<file path="config.mk">
export PLATFORM = sky130hd
export DESIGN_NAME = ram_arbiter
export DESIGN_NICKNAME = d
export VERILOG_FILES = /design/src/rtl/cpu_types_pkg.sv /design/src/rtl/rr_pick2.sv /design/src/rtl/ram_arbiter.sv
export SDC_FILE = /design/constraint.sdc
export NUM_CORES = 1
export LEC_CHECK = 0
export CAP_MARGIN = 20
export CORE_AREA = 4 4 168 170
export CTS_CLUSTER_DIAMETER = 40
export CTS_CLUSTER_SIZE = 24
export DETAILED_ROUTE_END_ITERATION = 6
export DIE_AREA = 0 0 172 174
export DONT_BUFFER_PORTS = 1
export PLACE_DENSITY = 0.3
export SYNTH_ARGS = -nofsm -noshare
export SYNTH_HDL_FRONTEND = slang
export SYNTH_SLANG_ARGS = --single-unit
</file>
<file path="constraint.sdc">
create_clock -name CLK -period 2.8 [get_ports CLK]
set_input_delay 0.56 -clock CLK [delete_from_list [all_inputs] [get_ports CLK]]
set_output_delay 0.56 -clock CLK [all_outputs]
set_load 0.05 [all_outputs]
</file>
<file path="src/rtl/cpu_types_pkg.sv">
// Shared CPU-side types: RAM word and handshake state, plus the
// arbiter state encoding and the block beat stride.
package cpu_types_pkg;

   typedef logic [31:0] word_t;

   typedef enum logic [1:0] {
      FREE,
      BUSY,
      ACCESS,
      ERROR
   } ramstate_t;

   typedef enum logic [1:0] {
      IDLE,
      IFETCH,
      DBEAT0,
      DBEAT1
   } arb_state_t;

   localparam word_t BLOCK_STRIDE = 32'd4;

endpackage

</file>
<file path="src/rtl/rr_pick2.sv">
// Two-way round-robin picker: the pointer breaks ties, a lone
// requester always wins, toggle flags that the tie was consumed.
module rr_pick2 (
   input  logic [1:0] req,
   input  logic       ptr,
   output logic       win,
   output logic       valid,
   output logic       toggle
);

   // Winner selection and pointer-advance request
   always_comb begin
      valid  = |req;
      toggle = &req;
      win    = toggle ? ptr : req[1];
   end

endmodule

</file>
<file path="src/rtl/ram_arbiter.sv">
// Two-core arbiter for a single-port RAM: one-word instruction
// fetches and two-beat data blocks, with instruction anti-starvation.
module ram_arbiter
   import cpu_types_pkg::*;
#(
   parameter int AGE_MAX = 8
) (
   input  logic             CLK,
   input  logic             nRST,
   input  logic [1:0]       iREN,
   input  word_t [1:0]      iaddr,
   input  logic [1:0]       dREN,
   input  logic [1:0]       dWEN,
   input  word_t [1:0]      daddr,
   input  word_t [1:0]      dstore,
   output logic [1:0]       iwait,
   output logic [1:0]       dwait,
   output word_t [1:0]      iload,
   output word_t [1:0]      dload,
   output logic             ramREN,
   output logic             ramWEN,
   output word_t            ramaddr,
   output word_t            ramstore,
   input  word_t            ramload,
   input  ramstate_t        ramstate,
   output logic             gnt_core,
   output logic             gnt_data,
   output logic             ramerr
);

   localparam logic [4:0] AGE_LIM = 5'(AGE_MAX);

   arb_state_t state, nstate;
   logic       iptr, dptr;
   logic [3:0] age;
   logic       gwr;
   logic       iwin, ivld, itog;
   logic       dwin, dvld, dtog;
   logic       take_i, take_d;
   logic       acc, starve;
   logic [1:0] dreq;

   assign acc    = (ramstate == ACCESS);
   assign dreq   = dREN | dWEN;
   assign starve = (|iREN) && ({1'b0, age} >= AGE_LIM);

   rr_pick2 u_ipick (
      .req    (iREN),
      .ptr    (iptr),
      .win    (iwin),
      .valid  (ivld),
      .toggle (itog)
   );

   rr_pick2 u_dpick (
      .req    (dreq),
      .ptr    (dptr),
      .win    (dwin),
      .valid  (dvld),
      .toggle (dtog)
   );

   // State register
   always_ff @(posedge CLK or negedge nRST) begin
      if (!nRST) state <= IDLE;
      else       state <= nstate;
   end

   // Next state: IDLE arbitrates, grant states advance only on ACCESS
   always_comb begin
      nstate = state;
      take_i = 1'b0;
      take_d = 1'b0;
      unique case (state)
         IDLE: begin
            if (starve) begin
               nstate = IFETCH;
               take_i = 1'b1;
            end else if (dvld) begin
               nstate = DBEAT0;
               take_d = 1'b1;
            end else if (ivld) begin
               nstate = IFETCH;
               take_i = 1'b1;
            end
         end
         IFETCH: if (acc) nstate = IDLE;
         DBEAT0: if (acc) nstate = DBEAT1;
         DBEAT1: if (acc) nstate = IDLE;
         default: nstate = IDLE;
      endcase
   end

   // Outputs: drive the RAM for the registered grant, pulse its wait
   always_comb begin
      ramREN   = 1'b0;
      ramWEN   = 1'b0;
      ramaddr  = '0;
      ramstore = '0;
      iwait    = 2'b11;
      dwait    = 2'b11;
      iload    = '0;
      dload    = '0;
      if (nRST) begin
         unique case (state)
            IFETCH: begin
               ramREN  = 1'b1;
               ramaddr = iaddr[gnt_core];
               if (acc) begin
                  iwait[gnt_core] = 1'b0;
                  iload[gnt_core] = ramload;
               end
            end
            DBEAT0, DBEAT1: begin
               ramREN   = !gwr;
               ramWEN   = gwr;
               ramstore = dstore[gnt_core];
               ramaddr  = (state == DBEAT1)
                        ? daddr[gnt_core] + BLOCK_STRIDE
                        : daddr[gnt_core];
               if (acc) begin
                  dwait[gnt_core] = 1'b0;
                  if (!gwr) dload[gnt_core] = ramload;
               end
            end
            default: ;
         endcase
      end
   end

   // Grant capture and round-robin pointer advance on leaving IDLE
   always_ff @(posedge CLK or negedge nRST) begin
      if (!nRST) begin
         gnt_core <= 1'b0;
         gnt_data <= 1'b0;
         gwr      <= 1'b0;
         iptr     <= 1'b0;
         dptr     <= 1'b0;
      end else if (take_i) begin
         gnt_core <= iwin;
         gnt_data <= 1'b0;
         gwr      <= 1'b0;
         if (itog) iptr <= ~iptr;
      end else if (take_d) begin
         gnt_core <= dwin;
         gnt_data <= 1'b1;
         gwr      <= dWEN[dwin];
         if (dtog) dptr <= ~dptr;
      end
   end

   // Instruction age: counts data blocks served while fetches wait
   always_ff @(posedge CLK or negedge nRST) begin
      if (!nRST) begin
         age <= '0;
      end else if (state == IFETCH && acc) begin
         age <= '0;
      end else if (state == IDLE && iREN == 2'b00) begin
         age <= '0;
      end else if (state == DBEAT1 && acc && (|iREN)
                   && age != 4'd15) begin
         age <= age + 4'd1;
      end
   end

   // Sticky error flag for RAM errors reported during a grant
   always_ff @(posedge CLK or negedge nRST) begin
      if (!nRST)
         ramerr <= 1'b0;
      else if (state != IDLE && ramstate == ERROR)
         ramerr <= 1'b1;
   end

endmodule

</file>
After elaboration in Yosys (flattened, before gate mapping)
Index checks and enable logic that the tools add are counted.
{ "word_totals": {"out_inout_bits": 201, "mem_bits_ro": 0, "n_memories": 0, "mem_bits_rw": 0, "word_cells": 109, "latch_bits": 0, "regBits": 12, "in_bits": 234} }
{ "op_classes": {"n_bitwise": 6, "multipliers": 0, "add_sub_neg": 2, "div": 0, "muxes": 57, "reduce_logical": 23, "order_cmp": 4, "shifts": 0, "n_eq_ne": 9} }
{ "op_table": {"columns": ["operator", "count"], "rows": [
  ["two-way mux 64 bit", 7],
  ["two-way mux 32 bit", 11],
  ["bitwise AND 64 bit", 1],
  ["one-hot mux 32 bit (2 select lines)", 1],
  ["adder 32 x 3 -> 32 bit, second input constant", 1],
  ["demux 32 bit (select 1 bit)", 1],
  ["two-way mux 1 bit", 21],
  ["two-way mux 2 bit", 10],
  ["two-way mux 4 bit", 3],
  ["== test 2 bit, second input constant", 4],
  ["logical AND 1 bit", 8],
  ["!= test 4 bit, second input constant", 2],
  ["OR reduction 2 bit", 4],
  ["one-hot mux 2 bit (3 select lines)", 1],
  ["AND reduction 3 bit", 2],
  ["adder 4 x 1 -> 4 bit, second input constant", 1],
  ["greater-or-equal comparator 4 bit, second input constant", 1],
  ["logical NOT 2 bit", 2],
  ["< comparator 1 x 2 -> 1 bit, second input constant", 2],
  ["AND reduction 2 bit", 2],
  ["AND reduction 4 bit", 1],
  ["nonzero test 2 bit", 2],
  ["inverter 1 bit", 3],
  ["nonzero test 3 bit", 1],
  ["9 further kinds", 9]
]} }

Longest topological paths before layout
{ "logic_depth": {"depth_word": 9, "mapped_depth": 9, "depth_no_buf": 8} }

Modules after synthesis
From an unflattened synthesis, not the netlist that was laid out.
{ "unflattened": {"cells_unflattened": 584, "hier_area_um2": 4181.5} }
{ "by_module_without_submodules": {"columns": ["mod", "area_per_inst_um2", "seq_area_each_um2", "cells_per_inst", "instances"], "rows": [
  ["ram_arbiter", 4124.0, 300.3, 576, 1],
  ["rr_pick2", 28.8, 0.0, 4, 2]
]} }

Least setup slack after synthesis
Ideal clock, no wire load.
{ "synth_timing": {"path_kind": "register -> output", "startpoint": "register gnt_core", "endpoint": "output ramaddr[12]", "arrival_ns": 3.395, "required_ns": 2.240, "path_slack_ns": -1.155, "path_stages_with_launch": 9, "cell_sequence": "dfrtp_1 mux2i_1 inv_1 ha_1 nand3_1 a211oi_2 a21boi_0 a211oi_1 o32ai_1"} }
{ "synth_between": {"elab_chain_len": 6} }
{ "synth_lines": {"columns": ["element", "line_no", "text"], "rows": [
  ["start: declaration", "ram_arbiter.sv:26", "output logic gnt_core,"],
  ["start signal: assignment", "ram_arbiter.sv:140", "gnt_core <= iwin;"],
  ["start signal: assignment", "ram_arbiter.sv:145", "gnt_core <= dwin;"],
  ["two-way mux 32 bit (not written as such) (2 in a row)", "ram_arbiter.sv:119, ram_arbiter.sv:120", null],
  ["adder 32 x 3 -> 32 bit", "ram_arbiter.sv:119", "? daddr[gnt_core] + BLOCK_STRIDE"],
  ["two-way mux 32 bit", "ram_arbiter.sv:119", null],
  ["one-hot mux 32 bit (2 select lines) (*)", "ram_arbiter.sv:105", "unique case (state)"],
  ["two-way mux 32 bit (*)", "ram_arbiter.sv:104", "if (nRST) begin"],
  ["end: declaration", "ram_arbiter.sv:22", "output word_t ramaddr,"]
]} }
Every way passes the cells marked *; elsewhere a longest branch is shown, timed or not. The select of a mux whose other input is x is not followed.

Worst setup path in the final report
{ "layout_timing": {"startpoint": "register gnt_core", "endpoint": "output ramaddr[31]"} }
Same word-level chain as after synthesis.

==> flow_summary.toml <==
[worst_setup_path]
path_buf_inv = 4
cp-end-kind = "output port"
crit_family = "simple AND/OR/NAND/NOR gates"
cp_cell_sequence = "buf_6 > buf_16 > nand3b_1 > a22oi_2 > buf_4 > nand4_4 > nor4_2 > o32ai_4 > buf_12"
critPathKind = "reg2out"
path_max_fanout = 6
start_kind = "flop"
r2r-end = "age[3]$_DFFE_PN0P_"
critical-path-slowest-cell = "dfrtp_4"
required_ns = 2.24
worst-r2r-cell-count = 6
rrSetupSlack_ns = 0.88
cp.arrival_ns = 2.60
crit_path_max_incr_delay_ns = 0.52
reg2reg_from = "age[0]$_DFFE_PN0P_"

[timing]
hold_violations = 0
drv_slew = 0
setup_viol = 25
skew_ns = 0.0009833
final.period_utilization_pct = 112.8
worstMarginPinSlew_ns = 0.7698
rsz0062_at_grt = "true"
max-slew-margin-rel_pct = 48.21
fmax_mhz = 316.6
setup_ws_ns = -0.3590
min_period_ns = 3.159

[global_routing]
grt-ovfl-total = 0
antenna_found_initial = 1
track_usage_pct = 15.71
grt_pass1_vias = 5648
grt_start_max_net_pins = 34
grt_pass1_wl_mm = 36.52

[placement]
pre_cts_slack_ns = -0.2363
place_area_um2 = 8458
gp_congestion = 0.8341
placed_cells = 1095
post-dp-hpwl_mm = 21.29
port_buffers = 0

[cells_and_area]
layout_commonest_cell = "buf_12"
register_area_um2 = 304.0
mostFrequentLayoutCells = "152 x buf_12, 100 x and2_1, 77 x mux2i_1"
drive_gt1_share_pct = 50.64
postLayoutCellArea_um2 = 9160
multi_input_area_um2 = 4443
layout.nets = 1018
instances_no_fill = 1121
fill_cells = 2680
areaGrowthSynthToFinish_pct = 126.4
n_antenna_cell = 0

[drt]
drt-total-wl_mm = 25.22
ant_nets = 0
drtIter0Drc = 187
avgViaCountPerCell = 4.740
drc_errors = 0
dr_total_vias = 5313
drtPass1Iterations = 4
wl_per_cell_um = 22.50

[floorplanning]
start_util_pct = 15.14
die_x_um = 172
num_io_pins = 435
die_h_um = 174
core_um2 = 26730
num_rows = 60
design.die.area_um2 = 29930

[run_status]
status = "finished with violations"
failed_checks = "setup timing"

[synthesis]
synth_top_cell_area_share_pct = 20.10
yosys_warnings = 0
ys_seq_area_share_pct = 7.421
syn_nets = 816
yosysTopAreaCell = "and2_1"
ys.flop_type = "dfrtp_1"
ys_async_sr_fraction_pct = 100.0
syn_inst = 579
synth-edff-count = 0
synth-seq-cells = 12
syn_area_per_cell_um2 = 6.989
ys_top_cells_by_area = "and2_1 20%, mux2i_1 20%, dfrtp_1 7.4%"
synthesis.area_um2 = 4046
ys_types = 57

[min_path]
hold_path_class = "in2async"

[clock_network]
cts.clk_slew.worst_paths_ns = 0.04
clockRootBuffer = "clkbuf_16"
cts_hold_buffers = 0
clock_latency_ns = 0.24
clock_sinks = 12
cts_buffers = 3
clockBufferDepth = 2
cts_tree = "built"
h-tree-depth = 1

[power_and_ir_drop]
powerDensity_nw_per_um2 = 677.1
ir_worst_vdd_uv = 251.8
p_leak_nw = 3.526

[run]
max_cap_violations = 0
-- stage by stage --
stage | TNS (ns) | total power, W | hold slack [ns] | util [%]
2_1_floorplan | -1.124 | 0.003741 | 0.2644 | -
3_3_place_gp | -2.079 | 0.005479 | 0.2659 | 31.65
3_5_place_dp | -2.189 | 0.005533 | 0.2658 | 31.65
4_1_cts | -6.328 | 0.006230 | 0.01193 | 34.00
5_1_grt | -8.587 | 0.006524 | 0.006791 | 34.27
6_report | -6.056 | 0.006202 | 0.01381 | 34.27
-- layer usage --
metal	share of wire [%]	track usage [%]
met3	12	7.073
met1	34	16.79
met2	52	28.42
met4	2.2	3.112
met5	0.052	0
-- worst register-to-register path: stages, from the launching register on --
cell and delay, ns:
dfrtp_1 0.42, ha_1 0.22, and3_1 0.14, nor4_1 0.59, nand4_1 0.20, xor2_1 0.17, nor2_1 0.06
-- synthesized netlist by cell type, types with 5 or more instances --
cell type,instances
nor4_1,5
o32ai_1,6
nand4_1,10
a211oi_1,8
o211ai_1,7
a22oi_1,7
and2_1,130
mux2i_1,80
clkbuf_1,25
nand3b_1,6
mux2_2,13
nand3_1,29
inv_1,11
nor2_1,60
o21ai_0,18
nor2b_1,5
a21oi_1,7
dfrtp_1,12
o22ai_1,12
buf_2,13
xor2_1,5
xnor2_1,13
nand2_1,35
-- cells by family after synthesis --
group	count (synthesis)	synth area share, %
AND/OR/NAND/NOR	309	42.52
multiplexers	94	23.75
AO/OA/AOI/OAI	89	15.52
buffers and inverters	54	5.968
XOR/XNOR	18	3.896
flip-flops	12	7.421
adder cells (fa/ha/maj)	3	0.9277
-- where the power goes --
group / switching, W / internal [W] / leakage (nW) / total, W
Combinational: 0.00315 / 0.00241 / 3.34 / 0.00556
Clock: 0.0000765 / 0.000216 / 0.0442 / 0.000292
Sequential: 0.000107 / 0.000244 / 0.142 / 0.000352
-- repair_timing --
action                                  in CTS  in global routing
pin swaps                                   30                 16
setup buffers                               15                  6
gates cloned                                 3                  0
endpoints found under the setup margin      26                 27
resized for setup                           59                 14
-- worst max-delay path by stage --
| stage | slack, ns | from | endpoint | cells after the start |
|---|---|---|---|---|
| after floorplan | -0.18 | gnt_core$_DFFE_PN0P_ | ramaddr[31] | 7 |
| after global placement | -0.21 | gnt_core$_DFFE_PN0P_ | ramaddr[28] | 8 |
| after detailed placement | -0.24 | gnt_core$_DFFE_PN0P_ | ramaddr[28] | 8 |
| after CTS | -0.39 | gnt_core$_DFFE_PN0P_ | ramaddr[25] | 7 |
| after global routing | -0.52 | gnt_core$_DFFE_PN0P_ | ramaddr[21] | 10 |
| final | -0.36 | gnt_core$_DFFE_PN0P_ | ramaddr[31] | 9 |
-- final cells by class --
| type | instances | share of cell area [%] |
|---|---|---|
| Clock buffer | 4 | 0.9698 |
| Timing Repair Buffer | 238 | 42.06 |
| Tap cell | 341 | 4.658 |
| Inverter | 12 | 0.4917 |
| Multi-Input combinational cell | 514 | 48.50 |
| Sequential cell | 12 | 3.319 |
-- sequential cells by signal, indices dropped and copies added, names as in the netlist --
name	count
gnt_data	1
ramerr	1
gnt_core	1
age	4
gwr	1
dptr	1
state	2
iptr	1
No activity file was read; power rests on OpenSTA's default activity.
==> variant, RTL diff (same settings) <==
Put one more register stage on the output `ramerr`. The value now appears one clock later. The other outputs are not delayed to match.
--- a/src/rtl/ram_arbiter.sv
+++ b/src/rtl/ram_arbiter.sv
@@ -30,4 +30,6 @@
 
    localparam logic [4:0] AGE_LIM = 5'(AGE_MAX);
+
+   logic ramerr_s0;
 
    arb_state_t state, nstate;
@@ -167,7 +169,11 @@
    always_ff @(posedge CLK or negedge nRST) begin
       if (!nRST)
-         ramerr <= 1'b0;
+         ramerr_s0 <= 1'b0;
       else if (state != IDLE && ramstate == ERROR)
-         ramerr <= 1'b1;
+         ramerr_s0 <= 1'b1;
+   end
+
+   always_ff @(posedge CLK) begin
+      ramerr <= ramerr_s0;
    end
 
Check against the original RTL: not equivalent (a bounded check fails within 4 cycles, from zero or initial values and one cycle with nRST low).
==> variant against the unedited design <==
The flow still finishes with violations (setup timing); worst setup slack got worse by 0.016 ns; wire length grew 4.8%; first-iteration DRC count fell by 20%; critical path depth is 2 lower; worst hold slack got worse by 0.0013 ns; sequential share of layout area rose by 0.13 points; final cell count up 1.8%; sequential power is 14% higher; non-clock buffer count is 35 higher; design area is 3.1% higher; synthesized area increased by 0.74%; sequential cell count grew 1; total power is 4.8% lower; count of clock-buffer cells in the layout is the same; critical path type unchanged; largest cell class unchanged.
==> variant: results <==
status:
  outcome: "finished, violations left"
  failed_checks: "setup timing"
detailed_routing:
  vias_per_cell: 4.627
  drt_iter0_drc: 149
  wl_um: 26440
  vias: 5279
placement:
  place_area_mm2: 0.008721
  dp_worst_setup_slack_ns: -0.2212
  post-dp-hpwl_um: 22390
  placedCellCount: 1117
  place.gp.congestion: 0.8357
final_layout:
  drive_gt1_share_pct: 58.38
  diodes: 0
  nets: 1038
critical_path:
  worstSetupStartpoint: "gnt_core"
  r2r_setup_slack_ns: 0.79
  rr_startpoint: "age[0]"
  crit_end: "ramaddr[28]"
  cp_max_fo: 12
  rr_endpoint: "age[3]"
  worstPathArrival_ns: 2.61
sta:
  setup_slack_ns: -0.3750
  skew_ns: 0.0009292
  slew_headroom_pct: 43.89
  final-setup-viol-count: 26
logic_synthesis:
  avgSynthCellArea_um2: 7.189
  async_flop_share_pct: 92.31
  ys_seq_area_share_pct: 7.858
  synth_cell_types: 62
  netlist_top_cells_count: "and2_1, mux2i_1, nor2_1"
  synth_fp_nets: 804
  synth_area_leaders: "and2_1, mux2i_1, dfrtp_1"
  synthFlopType: "dfrtp_1"
global_routing:
  first_global_vias: 5488
  gr-usage-met3_pct: 5.140
  grt_max_degree: 51
  gr-usage-met2_pct: 30.81
  antenna_found_initial: 0
  grt_pass1_wl_um: 36070
  grt_usage_pct: 15.84
  use_met1_pct: 15.85
clock_network:
  ctsHtreeMaxLevel: 1
  path_clk_slew_ns: 0.05
  numCtsBuffers: 3
pwr:
  peakVddDrop_mv: 0.4493
  p_leak_nw: 3.808
-- variant: repair_timing --
action / CTS / global route
resized for setup: 34 / 62
endpoints found under the setup margin: 59 / 62
pin swaps: 16 / 9
buffers inserted: 7 / 8
cloned: 2 / 3
hold buffers: 0 / 1
hold endpoints to repair: 0 / 1
-- variant: cell type report --
| class | instances | area (um2) |
|---|---|---|
| Inverter | 8 | 30.03 |
| Multi-Input combinational cell | 502 | 4422 |
| Timing Repair Buffer | 273 | 4160 |
| Sequential cell | 13 | 325.3 |
| Tap cell | 341 | 426.7 |
| Fill cell | 2636 | 17280 |
| Clock buffer | 4 | 78.83 |
-- variant: routing by layer --
metal / vias to the layer above / wire length [um]
met2: 295 / 14280
met3: 26 / 2687
li1: 2466 / -
met5: - / 0
met4: 0 / 756
met1: 2492 / 8707
-- variant: critical path, stage by stage (launching register included) --
cell     delay, ns
dfrtp_4       0.54
buf_12        0.18
buf_4         0.15
mux2i_1       0.14
a21o_1        0.22
or2_1         0.24
or4_4         0.52
a32o_4        0.38
-- variant: cell families after synthesis --
| group | count (synthesis) | synth area share [%] |
|---|---|---|
| compound gates | 83 | 14.95 |
| xor+xnor | 23 | 4.942 |
| fa+ha+maj | 3 | 0.9209 |
| buf+inv | 52 | 5.648 |
| flops | 13 | 7.858 |
| mux | 92 | 23.08 |
| simple gates | 301 | 42.60 |
-- variant: per-stage QoR --
stage / TNS, ns / hold WS [ns]
floorplan: -8.116 / 0.2644
global placement: -1.600 / 0.2654
detailed placement: -2.077 / 0.2656
CTS: -7.117 / 0.007283
global route: -9.338 / -0.0002265
finish: -6.168 / 0.01252
-- variant: power by group --
part           total [mW]  switching, mW  internal (mW)
clock network       0.272         0.0798          0.192
logic                5.23           2.96           2.27
registers           0.401          0.141          0.260
total                5.90           3.18           2.72
